**src/rtl/ftile_tx_ts_fp_tracker_if.sv**
```systemverilog
// Request / MAC-timestamp / completion bundle between TX DMA, F-tile MAC and the fingerprint tracker.
interface ftile_tx_ts_fp_tracker_if #(
   parameter int unsigned FP_W = 20,
   parameter int unsigned TS_W = 96
);
   logic            req_valid;
   logic [FP_W-1:0] req_fingerprint;
   logic            mac_ts_valid;
   logic [FP_W-1:0] mac_ts_fingerprint;
   logic [TS_W-1:0] mac_ts_data;
   logic            o_ts_valid;
   logic [FP_W-1:0] o_ts_fingerprint;
   logic [TS_W-1:0] o_ts_data;

   modport master (
      output req_valid, req_fingerprint, mac_ts_valid, mac_ts_fingerprint, mac_ts_data,
      input  o_ts_valid, o_ts_fingerprint, o_ts_data
   );

   modport slave (
      input  req_valid, req_fingerprint, mac_ts_valid, mac_ts_fingerprint, mac_ts_data,
      output o_ts_valid, o_ts_fingerprint, o_ts_data
   );
endinterface

```
**src/rtl/ftile_tx_ts_fp_tracker.sv**
```systemverilog
// Queues TX timestamp request fingerprints, matches in-order MAC egress stamps, times out lost ones.
// Optional statistics counters are built when TX_TS_TRACK_STATS_EN is defined.
module ftile_tx_ts_fp_tracker #(
   parameter int unsigned FP_W        = 20,
   parameter int unsigned TS_W        = 96,
   parameter int unsigned DEPTH       = 16,
   parameter int unsigned TIMEOUT_CYC = 65535
) (
   input  logic                       clk,
   input  logic                       reset_n,
   ftile_tx_ts_fp_tracker_if.slave    bus,
   output logic [$clog2(DEPTH):0]     outstanding,
   input  logic                       sticky_clr,
   output logic                       sticky_ovf,
   output logic                       sticky_unmatched,
   output logic                       sticky_timeout,
   output logic [31:0]                cnt_matched,
   output logic [31:0]                cnt_timeout,
   output logic [31:0]                cnt_unmatched,
   output logic [31:0]                cnt_ovf
);
   localparam int unsigned PTR_W = $clog2(DEPTH);
   localparam int unsigned CNT_W = PTR_W + 1;
   localparam int unsigned TMR_W = $clog2(TIMEOUT_CYC);

   typedef enum logic [1:0] {ST_EMPTY, ST_ARMED, ST_EXPIRE} state_e;

   state_e            state_q, state_d;
   logic [TMR_W-1:0]  timer_q, timer_d;
   logic [PTR_W-1:0]  wr_ptr_q, rd_ptr_q;
   logic [CNT_W-1:0]  count_q, count_d;
   logic [FP_W-1:0]   fifo_q [DEPTH];
   logic [FP_W-1:0]   head_fp_c;
   logic              full_c;
   logic              match_c, expire_c, pop_c, push_c, ovf_c, unmatched_c;
   logic              o_valid_q;
   logic [FP_W-1:0]   o_fp_q;
   logic [TS_W-1:0]   o_data_q;
   logic              sticky_ovf_q, sticky_unmatched_q, sticky_timeout_q;

   assign head_fp_c = fifo_q[rd_ptr_q];
   assign full_c    = (count_q == CNT_W'(DEPTH));

   // Head-entry state register
   always_ff @(posedge clk or negedge reset_n) begin
      if (!reset_n) begin
         state_q <= ST_EMPTY;
         timer_q <= '0;
      end else begin
         state_q <= state_d;
         timer_q <= timer_d;
      end
   end

   // Next state: EXPIRE is the single cycle in which the head age equals TIMEOUT_CYC-1
   always_comb begin
      state_d = state_q;
      timer_d = timer_q;
      count_d = count_q + CNT_W'(push_c) - CNT_W'(pop_c);
      if (pop_c) begin
         timer_d = '0;
         state_d = (count_d != '0) ? ST_ARMED : ST_EMPTY;
      end else begin
         case (state_q)
            ST_EMPTY: if (push_c) state_d = ST_ARMED;
            ST_ARMED: begin
               timer_d = timer_q + TMR_W'(1);
               if (timer_q == TMR_W'(TIMEOUT_CYC - 2)) state_d = ST_EXPIRE;
            end
            default:  state_d = ST_EMPTY;
         endcase
      end
   end

   // Per-cycle actions; a match always beats a same-cycle expiry
   always_comb begin
      match_c     = 1'b0;
      expire_c    = 1'b0;
      pop_c       = 1'b0;
      push_c      = 1'b0;
      ovf_c       = 1'b0;
      unmatched_c = 1'b0;
      match_c     = bus.mac_ts_valid && (state_q != ST_EMPTY) &&
                    (bus.mac_ts_fingerprint == head_fp_c);
      unmatched_c = bus.mac_ts_valid && !match_c;
      expire_c    = (state_q == ST_EXPIRE) && !match_c;
      pop_c       = match_c || expire_c;
      push_c      = bus.req_valid && (!full_c || pop_c);
      ovf_c       = bus.req_valid && !push_c;
   end

   always_ff @(posedge clk) begin
      if (push_c) fifo_q[wr_ptr_q] <= bus.req_fingerprint;
   end

   always_ff @(posedge clk or negedge reset_n) begin
      if (!reset_n) begin
         wr_ptr_q <= '0;
         rd_ptr_q <= '0;
         count_q  <= '0;
      end else begin
         if (push_c) wr_ptr_q <= wr_ptr_q + PTR_W'(1);
         if (pop_c)  rd_ptr_q <= rd_ptr_q + PTR_W'(1);
         count_q <= count_d;
      end
   end

   // Completion pulse; fingerprint/data hold between pulses
   always_ff @(posedge clk or negedge reset_n) begin
      if (!reset_n) begin
         o_valid_q <= 1'b0;
         o_fp_q    <= '0;
         o_data_q  <= '0;
      end else begin
         o_valid_q <= pop_c;
         if (pop_c) begin
            o_fp_q   <= head_fp_c;
            o_data_q <= match_c ? bus.mac_ts_data : {TS_W{1'b1}};
         end
      end
   end

   always_ff @(posedge clk or negedge reset_n) begin
      if (!reset_n) begin
         sticky_ovf_q       <= 1'b0;
         sticky_unmatched_q <= 1'b0;
         sticky_timeout_q   <= 1'b0;
      end else begin
         sticky_ovf_q       <= ovf_c       || (sticky_ovf_q       && !sticky_clr);
         sticky_unmatched_q <= unmatched_c || (sticky_unmatched_q && !sticky_clr);
         sticky_timeout_q   <= expire_c    || (sticky_timeout_q   && !sticky_clr);
      end
   end

`ifdef TX_TS_TRACK_STATS_EN
   logic [31:0] cnt_matched_q, cnt_timeout_q, cnt_unmatched_q, cnt_ovf_q;

   // Saturating event counters, cleared only by reset
   always_ff @(posedge clk or negedge reset_n) begin
      if (!reset_n) begin
         cnt_matched_q   <= '0;
         cnt_timeout_q   <= '0;
         cnt_unmatched_q <= '0;
         cnt_ovf_q       <= '0;
      end else begin
         if (match_c     && (cnt_matched_q   != '1)) cnt_matched_q   <= cnt_matched_q   + 32'd1;
         if (expire_c    && (cnt_timeout_q   != '1)) cnt_timeout_q   <= cnt_timeout_q   + 32'd1;
         if (unmatched_c && (cnt_unmatched_q != '1)) cnt_unmatched_q <= cnt_unmatched_q + 32'd1;
         if (ovf_c       && (cnt_ovf_q       != '1)) cnt_ovf_q       <= cnt_ovf_q       + 32'd1;
      end
   end

   assign cnt_matched   = cnt_matched_q;
   assign cnt_timeout   = cnt_timeout_q;
   assign cnt_unmatched = cnt_unmatched_q;
   assign cnt_ovf       = cnt_ovf_q;
`else
   assign cnt_matched   = '0;
   assign cnt_timeout   = '0;
   assign cnt_unmatched = '0;
   assign cnt_ovf       = '0;
`endif

   assign bus.o_ts_valid       = o_valid_q;
   assign bus.o_ts_fingerprint = o_fp_q;
   assign bus.o_ts_data        = o_data_q;
   assign outstanding          = count_q;
   assign sticky_ovf           = sticky_ovf_q;
   assign sticky_unmatched     = sticky_unmatched_q;
   assign sticky_timeout       = sticky_timeout_q;
endmodule

```
**src/flat_wrapper.sv**
```systemverilog
// flat-port wrapper written by rule: the top's interface ports become plain ports
module ftile_tx_ts_fp_tracker_flat 
#(
   parameter int unsigned FP_W        = 20,
   parameter int unsigned TS_W        = 96,
   parameter int unsigned DEPTH       = 16,
   parameter int unsigned TIMEOUT_CYC = 65535
)
  (clk, reset_n, outstanding, sticky_clr, sticky_ovf, sticky_unmatched, sticky_timeout, cnt_matched, cnt_timeout, cnt_unmatched, cnt_ovf, bus_req_valid, bus_req_fingerprint, bus_mac_ts_valid, bus_mac_ts_fingerprint, bus_mac_ts_data, bus_o_ts_valid, bus_o_ts_fingerprint, bus_o_ts_data);
  ftile_tx_ts_fp_tracker_if #(.FP_W(FP_W), .TS_W(TS_W)) bus_i ();
  input  logic clk;
  input  logic reset_n;
  output logic [$clog2(DEPTH):0] outstanding;
  input  logic sticky_clr;
  output logic sticky_ovf;
  output logic sticky_unmatched;
  output logic sticky_timeout;
  output logic [31:0] cnt_matched;
  output logic [31:0] cnt_timeout;
  output logic [31:0] cnt_unmatched;
  output logic [31:0] cnt_ovf;
  input wire logic [$bits(bus_i.req_valid)-1:0] bus_req_valid;
  input wire logic [$bits(bus_i.req_fingerprint)-1:0] bus_req_fingerprint;
  input wire logic [$bits(bus_i.mac_ts_valid)-1:0] bus_mac_ts_valid;
  input wire logic [$bits(bus_i.mac_ts_fingerprint)-1:0] bus_mac_ts_fingerprint;
  input wire logic [$bits(bus_i.mac_ts_data)-1:0] bus_mac_ts_data;
  output wire logic [$bits(bus_i.o_ts_valid)-1:0] bus_o_ts_valid;
  output wire logic [$bits(bus_i.o_ts_fingerprint)-1:0] bus_o_ts_fingerprint;
  output wire logic [$bits(bus_i.o_ts_data)-1:0] bus_o_ts_data;
  assign bus_i.req_valid = bus_req_valid;
  assign bus_i.req_fingerprint = bus_req_fingerprint;
  assign bus_i.mac_ts_valid = bus_mac_ts_valid;
  assign bus_i.mac_ts_fingerprint = bus_mac_ts_fingerprint;
  assign bus_i.mac_ts_data = bus_mac_ts_data;
  assign bus_o_ts_valid = bus_i.o_ts_valid;
  assign bus_o_ts_fingerprint = bus_i.o_ts_fingerprint;
  assign bus_o_ts_data = bus_i.o_ts_data;
  ftile_tx_ts_fp_tracker #(.FP_W(FP_W), .TS_W(TS_W), .DEPTH(DEPTH), .TIMEOUT_CYC(TIMEOUT_CYC)) u_core (.clk(clk), .reset_n(reset_n), .bus(bus_i), .outstanding(outstanding), .sticky_clr(sticky_clr), .sticky_ovf(sticky_ovf), .sticky_unmatched(sticky_unmatched), .sticky_timeout(sticky_timeout), .cnt_matched(cnt_matched), .cnt_timeout(cnt_timeout), .cnt_unmatched(cnt_unmatched), .cnt_ovf(cnt_ovf));
endmodule
```
**config.mk**
```make
export PLATFORM = sky130hd
export DESIGN_NAME = ftile_tx_ts_fp_tracker_flat
export DESIGN_NICKNAME = d
export VERILOG_FILES = /design/src/rtl/ftile_tx_ts_fp_tracker_if.sv /design/src/rtl/ftile_tx_ts_fp_tracker.sv /design/src/flat_wrapper.sv
export SDC_FILE = /design/constraint.sdc
export NUM_CORES = 1
export LEC_CHECK = 0
export BUFFER_PORTS_ARGS = -buffer_cell sky130_fd_sc_hd__buf_2
export CAP_MARGIN = 10
export CORE_AREA = 2 2 261 263
export DETAILED_ROUTE_END_ITERATION = 6
export DIE_AREA = 0 0 263 265
export GPL_ROUTABILITY_DRIVEN = 1
export PLACE_DENSITY = 0.55
export SLEW_MARGIN = 15
export SYNTH_ARGS = -nofsm -noshare
export SYNTH_HDL_FRONTEND = slang
export SYNTH_SLANG_ARGS = --single-unit
```
**constraint.sdc**
```tcl
create_clock -name clk -period 7.4 [get_ports clk]
set_input_delay 0.37 -clock clk [delete_from_list [all_inputs] [get_ports clk]]
set_output_delay 0.37 -clock clk [all_outputs]
set_load 0.005 [all_outputs]
```
==> key figures, run 1 <==
Synthesis
  – Netlist cell types: 64
  – Post-synth ARST share: 0.321
  – Post-synth EDFFs: 320
  – Synth Register Bits: approximately 470
  – Synthesis warning total: 0
  – Gate Count Post-Synth: approximately 1400
  – Sequential fraction of the synthesis area: 0.671
  – Syn_area_per_cell: ~15 sq um
  – Ys flop type: edfxtp_1
  – Mapped Area: 20000 sq um

GRT
  – First-pass GRT wire length: slightly below 80000 um
  – GRT overflow: 0
  – Vias in the first global route: between 10000 and 15000
  – Initial antenna violation count: 9
  – Largest net degree at the start of global routing: 117
  – Tot GR Track Use: 0.153

Clock network
  – Root buf cell: clkbuf_16
  – Post-CTS sizing: 0
  – Hold_buf cts: 52
  – CTS Buffer Depth: 3
  – CTS tree: yes
  – Clock Latency Late Sink: 640 ps
  – H-tree Lvls: 2
  – Cts bufs inserted: 50
  – Post-CTS Setup Bufs: 0
  – # clock sinks: approximately 470
  – Reg clk slew, reported paths: ~60 ps

Detailed routing
  – Iter 0 DRT Violations: around 1000
  – DR pass1 iterations: 5
  – DRC: 0
  – Via count: 12200
  – Via density: roughly 4.7
  – Total wire length: between 50000 and 60000 um
  – ANT nets after route: 0
  – DR WL/cell: 20.9 um

Setup path
  – Reg2reg end: u_core.state_q[0]$_DFFE_PN0P_
  – Data arrival, critical path: about 6400 ps
  – FF-to-FF path depth: 17
  – Setup CP Type: reg2reg
  – Critical path startpoint category: flip-flop
  – R2r startpoint: u_core.rd_ptr_q[0]$_DFFE_PN0N_
  – Crit end category: flip-flop
  – Crit path max fanout: 35
  – R2r setup slk: about 1500 ps
  – Critical Path RT: just under 8000 ps

Timing
  – Max Fclk: between 0.15 and 0.2 GHz
  – Slew @ Worst Pin: roughly 1200 ps
  – Clock Skew: 63.6 ps
  – # setup viols final: 0
  – Setup TNS: 0 ps
  – Crit path time final: roughly 5900 ps
  – Slew headroom: 0.218
  – Max-slew violation count: 0
  – RSZ-0062 raised after global routing: false
  – Fin crit share: 0.793
  – Hold Vio Cnt, Final: 0

Run status
  – Status: completed

Placement
  – Port bufs: 265
  – DP Wirelength: about 35000 um
  – Placed Instances: ~2500
  – GP Congestion: around 0.77

Die
  – Die width: 263 um
  – Site Rows: 95
  – Effective utilization at floorplan: 0.299
  – Core Box Area: around 67000 sq um
  – DIE AREA: 69700 sq um
  – Top Ports: just under 400
  – Die Y: between 200 and 300 um

Flow run
  – Max Cap Violations: 0

Final layout
  – Nets: between 1500 and 2000
  – Area Overhead vs Synth: 20.5%
  – Layout cells sized above 1: 0.285
  – Commonest non-fill, non-tap cell in the layout: edfxtp_1
  – Most frequent cells in the layout: edfxtp_1 (320), buf_2 (264), nor2_1 (218)
  – Finished Layout Cells: 2603
  – Final core occ: 0.360

Power and ir drop
  – Total power: between 6 and 7 mW
  – Lkg Pwr: approximately 9 nW
  – Pwr dens: between 200 and 300 nW/um^2
  – Worst IR drop on VDD: between 150 and 200 uV

Worst hold path
  – Worst Hold Launch: bus_mac_ts_data[74]
  – HP Class: in2reg
  – Hold path depth: 3
  – Worst Hold Endpoint: u_core.bus.o_ts_data[74]$_DFFE_PN0N_
worst max-delay path, stage by stage, from the launching register on:
cell,delay [ps]
dfrtp_4,850
buf_4,370
mux4_2,520
mux2_2,270
nand2_1,60
o21ai_0,190
xor2_1,240
nor4b_1,430
and4_1,570
nor2_4,100
inv_4,440
ha_1,340
inv_1,60
ha_1,180
fa_1,440
or3_1,390
nor3_1,130
o21ai_0,90
sequential cells by signal, summed over array words and instances, names as in the netlist:
signal and count:
u_core.bus.o_ts_data 96, u_core.bus.o_ts_fingerprint 20, u_core.bus.o_ts_valid 1, u_core.fifo_q 320
u_core.outstanding 5, u_core.rd_ptr_q 4, u_core.state_q 2, u_core.sticky_ovf 1
u_core.sticky_timeout 1, u_core.sticky_unmatched 1, u_core.timer_q 16, u_core.wr_ptr_q 4
Yosys cell counts (2+ instances only):
cell type,number,area share
edfxtp_1,320,0.48
nor2_1,218,0.041
dfrtp_1,151,0.19
buf_4,133,0.050
a21oi_1,106,0.027
mux4_2,74,0.083
nand2_1,34,0.0064
clkbuf_1,28,0.0053
xnor2_1,24,0.011
buf_2,22,0.0055
nor3_1,22,0.0055
a22oi_1,19,0.0071
mux2i_1,19,0.0095
xor2_1,19,0.0083
inv_1,14,0.0026
ha_1,13,0.0081
mux2_4,10,0.0075
nand3_1,10,0.0025
buf_6,9,0.0051
nand4_1,9,0.0028
mux2_2,7,0.0039
nor2b_1,7,0.0022
nor4b_1,7,0.0031
o21ai_0,7,0.0018
and3_1,6,0.0019
a211oi_1,5,0.0019
a31oi_1,5,0.0016
nand2b_1,5,0.0016
nor4_1,5,0.0016
mux2_1,4,0.0023
o22a_1,3,0.0013
a22o_1,2,0.00088
and4_1,2,0.00088
buf_8,2,0.0015
clkinv_1,2,0.00038
o21a_1,2,0.00075
o221a_2,2,0.0011
o311ai_0,2,0.00088
or3_1,2,0.00063
through the flow:
step | hold WS (ps) | area [sq um] | setup WS, ps
floorplan | 74.4 | 20400 | 2170
global placement | 486 | 21900 | 1500
detailed placement | 481 | 21900 | 1450
CTS | 0.0487 | 24100 | 1450
global route | 9.51 | 24100 | 1050
finish | 22.0 | 24100 | 1530
power breakdown:
group	switching [mW]	internal [mW]	total [mW]	leakage, nW
combinational	0.460	0.260	0.720	3.51
sequential	0.114	3.07	3.18	4.43
clock	1.09	1.46	2.55	0.811
total	1.67	4.78	6.45	8.75
routing by layer:
metal	GRT usage	wire [um]	vias up
met5	0	69	-
met4	0.0530	1640	10
met3	0.0405	3740	104
met2	0.259	27000	492
met1	0.189	21900	6176
li1	-	-	5385
layout make-up:
| type | count | area, sq um |
|---|---|---|
| Multi-Input combinational cell | 800 | 5730 |
| Timing Repair Buffer | 347 | 2090 |
| Sequential cell | 471 | 13400 |
| Inverter | 17 | 66.3 |
| Tap cell | 873 | 1090 |
| Clock inverter | 31 | 359 |
| Fill cell | 6319 | 42700 |
| Antenna cell | 2 | 5.00 |
| Clock buffer | 62 | 1320 |
kinds of logic after synthesis:
group                      after synthesis  synth area share
DFF                                    471             0.671
and+or+nand+nor                        336            0.0741
buffers and inverters                  212            0.0709
AOI/OAI and AO/OA                      165            0.0494
muxes                                  114             0.107
xor gates and xnor gates                43            0.0189
adders and majority gates               14           0.00915
other                                    1          0.000188
how the worst max path moves through the flow:
stage                                         startpoint                       endpoint  slack, ps  cells past startpoint
after global placement    u_core.rd_ptr_q[0]$_DFFE_PN0N_  u_core.state_q[0]$_DFFE_PN0P_       1500                     17
after global routing      u_core.rd_ptr_q[0]$_DFFE_PN0N_  u_core.state_q[0]$_DFFE_PN0P_       1050                     17
after detailed placement  u_core.rd_ptr_q[0]$_DFFE_PN0N_  u_core.state_q[0]$_DFFE_PN0P_       1450                     17
after CTS                 u_core.rd_ptr_q[0]$_DFFE_PN0N_  u_core.state_q[0]$_DFFE_PN0P_       1450                     17
after floorplan           u_core.rd_ptr_q[0]$_DFFE_PN0N_  u_core.fifo_q[4][0]$_DFFE_PP_       2170                     13
final                     u_core.rd_ptr_q[0]$_DFFE_PN0N_  u_core.state_q[0]$_DFFE_PN0P_       1530                     17
Note: power is estimated with default switching activity, not from simulation.
==> inputs of run 2 (changes only) <==
PLACE_DENSITY = 0.56   (was 0.55)
clock period = 4.82 ns   (was 7.4 ns; I/O delays follow)
==> run 2 against run 1 <==
Via count increased by 2.7%; clock skew decreased by 32 ps; first-iteration DRC count decreased by 4.5%; non-clock buffer count increased by 96; cell count increased by 3.8%; largest cell class unchanged; highest routed layer unchanged.
==> key figures, run 2 (synthesis gave the netlist of run 1 again) <==
Setup path
  – Critical Path RT: approximately 5300 ps
  – Slowest Stage Delay on Critical Path: between 500 and 600 ps
  – Crit end category: flip-flop
  – Critical path startpoint category: flip-flop
  – CP Cell Sequence: buf_4 -> buf_12 -> mux4_2 -> a22oi_1 -> nand2_1 -> xor2_1 -> nor4b_2 -> and4_1 -> nor2_4 -> inv_4 -> ha_1 -> inv_1 -> ha_1 -> fa_1 -> a21oi_1 -> o21bai_1 -> xnor2_1 -> nor3_1 -> o21ai_0
  – Setup CP Type: reg2reg
  – Data arrival, critical path: 4990 ps
  – Cell repeated most along the worst path: ha_1
  – Crit path max fanout: 27
  – Critical-path top delay cell: dfrtp_4

GRT
  – First-pass GRT wire length: between 80000 and 90000 um
  – Largest net degree at the start of global routing: just under 200
  – Vias in the first global route: between 10000 and 15000
  – Tot GR Track Use: 0.156
  – GRT overflow: 0
  – Initial antenna violation count: 9

Placement
  – GP Congestion: between 0.7 and 0.8
  – Port bufs: approximately 270
  – DP Wirelength: between 30000 and 40000 um

Timing
  – RSZ-0062 raised after global routing: false
  – Max Fclk: ~0.22 GHz
  – Max-slew violation count: 0
  – Crit path time final: around 4500 ps
  – Hold Vio Cnt, Final: 0
  – # setup viols final: 0
  – Slew headroom: 0.194
  – Fin crit share: 0.937
  – Slew @ Worst Pin: roughly 1200 ps
  – Hold slack: between 20 and 30 ps
  – Clock Skew: around 31 ps

Die
  – Core Box Area: 66800 sq um
  – Site Rows: 95
  – Top Ports: approximately 400
  – Effective utilization at floorplan: 0.299
  – Die width: 263 um
  – Die Y: ~270 um
  – DIE AREA: roughly 70000 sq um

Worst hold path
  – HP Class: in2reg

Final layout
  – Reg area: 13400 sq um
  – Nets: around 1900
  – Layout cells sized above 1: 0.293
  – Largest Register: u_core.fifo_q
  – Commonest non-fill, non-tap cell in the layout: edfxtp_1
  – Area Overhead vs Synth: 26.2%
  – Max FFs per register: between 300 and 400
  – Fillers: approximately 6200
  – Most frequent cells in the layout: edfxtp_1 (320), buf_2 (264), nor2_1 (218)
  – Final core occ: 0.377
  – Multi-input logic area: 5740 sq um

Detailed routing
  – Iter 0 DRT Violations: 986
  – DR WL/cell: slightly above 20 um
  – DRC: 0
  – Via count: around 12000
  – Total wire length: 55500 um
  – ANT nets after route: 0
  – Via density: approximately 4.6
  – DR pass1 iterations: 5

Clock network
  – # clock sinks: roughly 470
  – Reg clk slew, reported paths: 60 ps
  – Clock Latency Late Sink: slightly above 600 ps
  – CTS Buffer Depth: 3
  – Cts bufs inserted: 51
  – H-tree Lvls: 2
  – CTS tree: yes
  – Root buf cell: clkbuf_16

Run status
  – Status: completed

Power and ir drop
  – Worst IR drop on VDD: 276 uV
  – Lkg Pwr: about 9.2 nW
  – Pwr dens: approximately 400 nW/um^2

Flow run
  – Max Cap Violations: 0
run 2: changes by cell type in the layout (fill, tap and decap cells not counted), sizes merged:
cell,previous run,this run
buf,295,327
clkinv,23,22
diode,2,3
clkbuf,62,64
bufinv,5,2
clkinvlp,2,5
dlygate4sd3,52,116
run 2: through the flow:
stage / TNS (ps) / worst slack (ps) / cells / total power, mW / instance area, sq um
final: 0 / 306 / 2701 / 9.95 / 25200
after global routing: 0 / 74.7 / 2700 / 10.4 / 25200
after CTS: 0 / 165 / 2690 / 10.1 / 25100
after detailed placement: 0 / 177 / 2480 / 6.14 / 22300
after global placement: 0 / 131 / 2480 / 6.10 / 22300
after floorplan: -45810 / -415 / 1483 / 5.58 / 20400
run 2: repair_timing:
| action | 4_1_cts | 5_1_grt |
|---|---|---|
| endpoints found under the setup margin | 0 | 1 |
| buffers inserted | 0 | 8 |
| gates resized for setup | 0 | 4 |
| hold buffers | 116 | 0 |
| hold endpoints to repair | 435 | 0 |
run 2: final cells by class:
type	instances	share of cell area
diodes	3	0.000298
clock buffers	64	0.0550
clock inverters	30	0.0113
inverters	17	0.00263
multi-input cells	800	0.228
flip-flops and latches	471	0.532
well taps	873	0.0434
repair buffers	443	0.127
run 2: metal layers:
layer / vias up / GRT usage / part of all wire
met5: - / 0 / 0.00083
met3: 113 / 0.0309 / 0.063
met1: 6282 / 0.195 / 0.40
li1: 5579 / - / -
met4: 6 / 0.0673 / 0.042
met2: 515 / 0.263 / 0.49
run 2: worst paths after layout:
kind	startpoint	endpoint	slack (ps)	cells past startpoint
max in group asynchronous	reset_n	u_core.rd_ptr_q[0]$_DFFE_PN0N_	3360	3
worst max register to register	u_core.rd_ptr_q[0]$_DFFE_PN0N_	u_core.state_q[0]$_DFFE_PN0P_	310	19
worst min register to register	u_core.bus.o_ts_fingerprint[15]$_DFFE_PN0N_	u_core.bus.o_ts_fingerprint[15]$_DFFE_PN0N_	490	1
min in group asynchronous	reset_n	u_core.bus.o_ts_data[55]$_DFFE_PN0N_	280	2
worst max-delay path	u_core.rd_ptr_q[0]$_DFFE_PN0N_	u_core.state_q[0]$_DFFE_PN0P_	310	19
worst min-delay path	bus_req_fingerprint[5]	u_core.fifo_q[10][5]$_DFFE_PP_	30	1
run 2: power by group:
part / switching (mW) / internal (mW)
Clock: 1.67 / 2.17
Sequential: 0.179 / 4.71
Combinational: 0.734 / 0.501
Total: 2.58 / 7.37
run 2: worst max-delay path: cells and delay by family (launching register included):
kind / cells / cell delay [ps]
compound gates: 4 / 580
xor+xnor: 2 / 560
fa+ha+maj: 3 / 880
buf+inv: 4 / 520
flops: 1 / 540
mux: 1 / 540
simple gates: 5 / 740
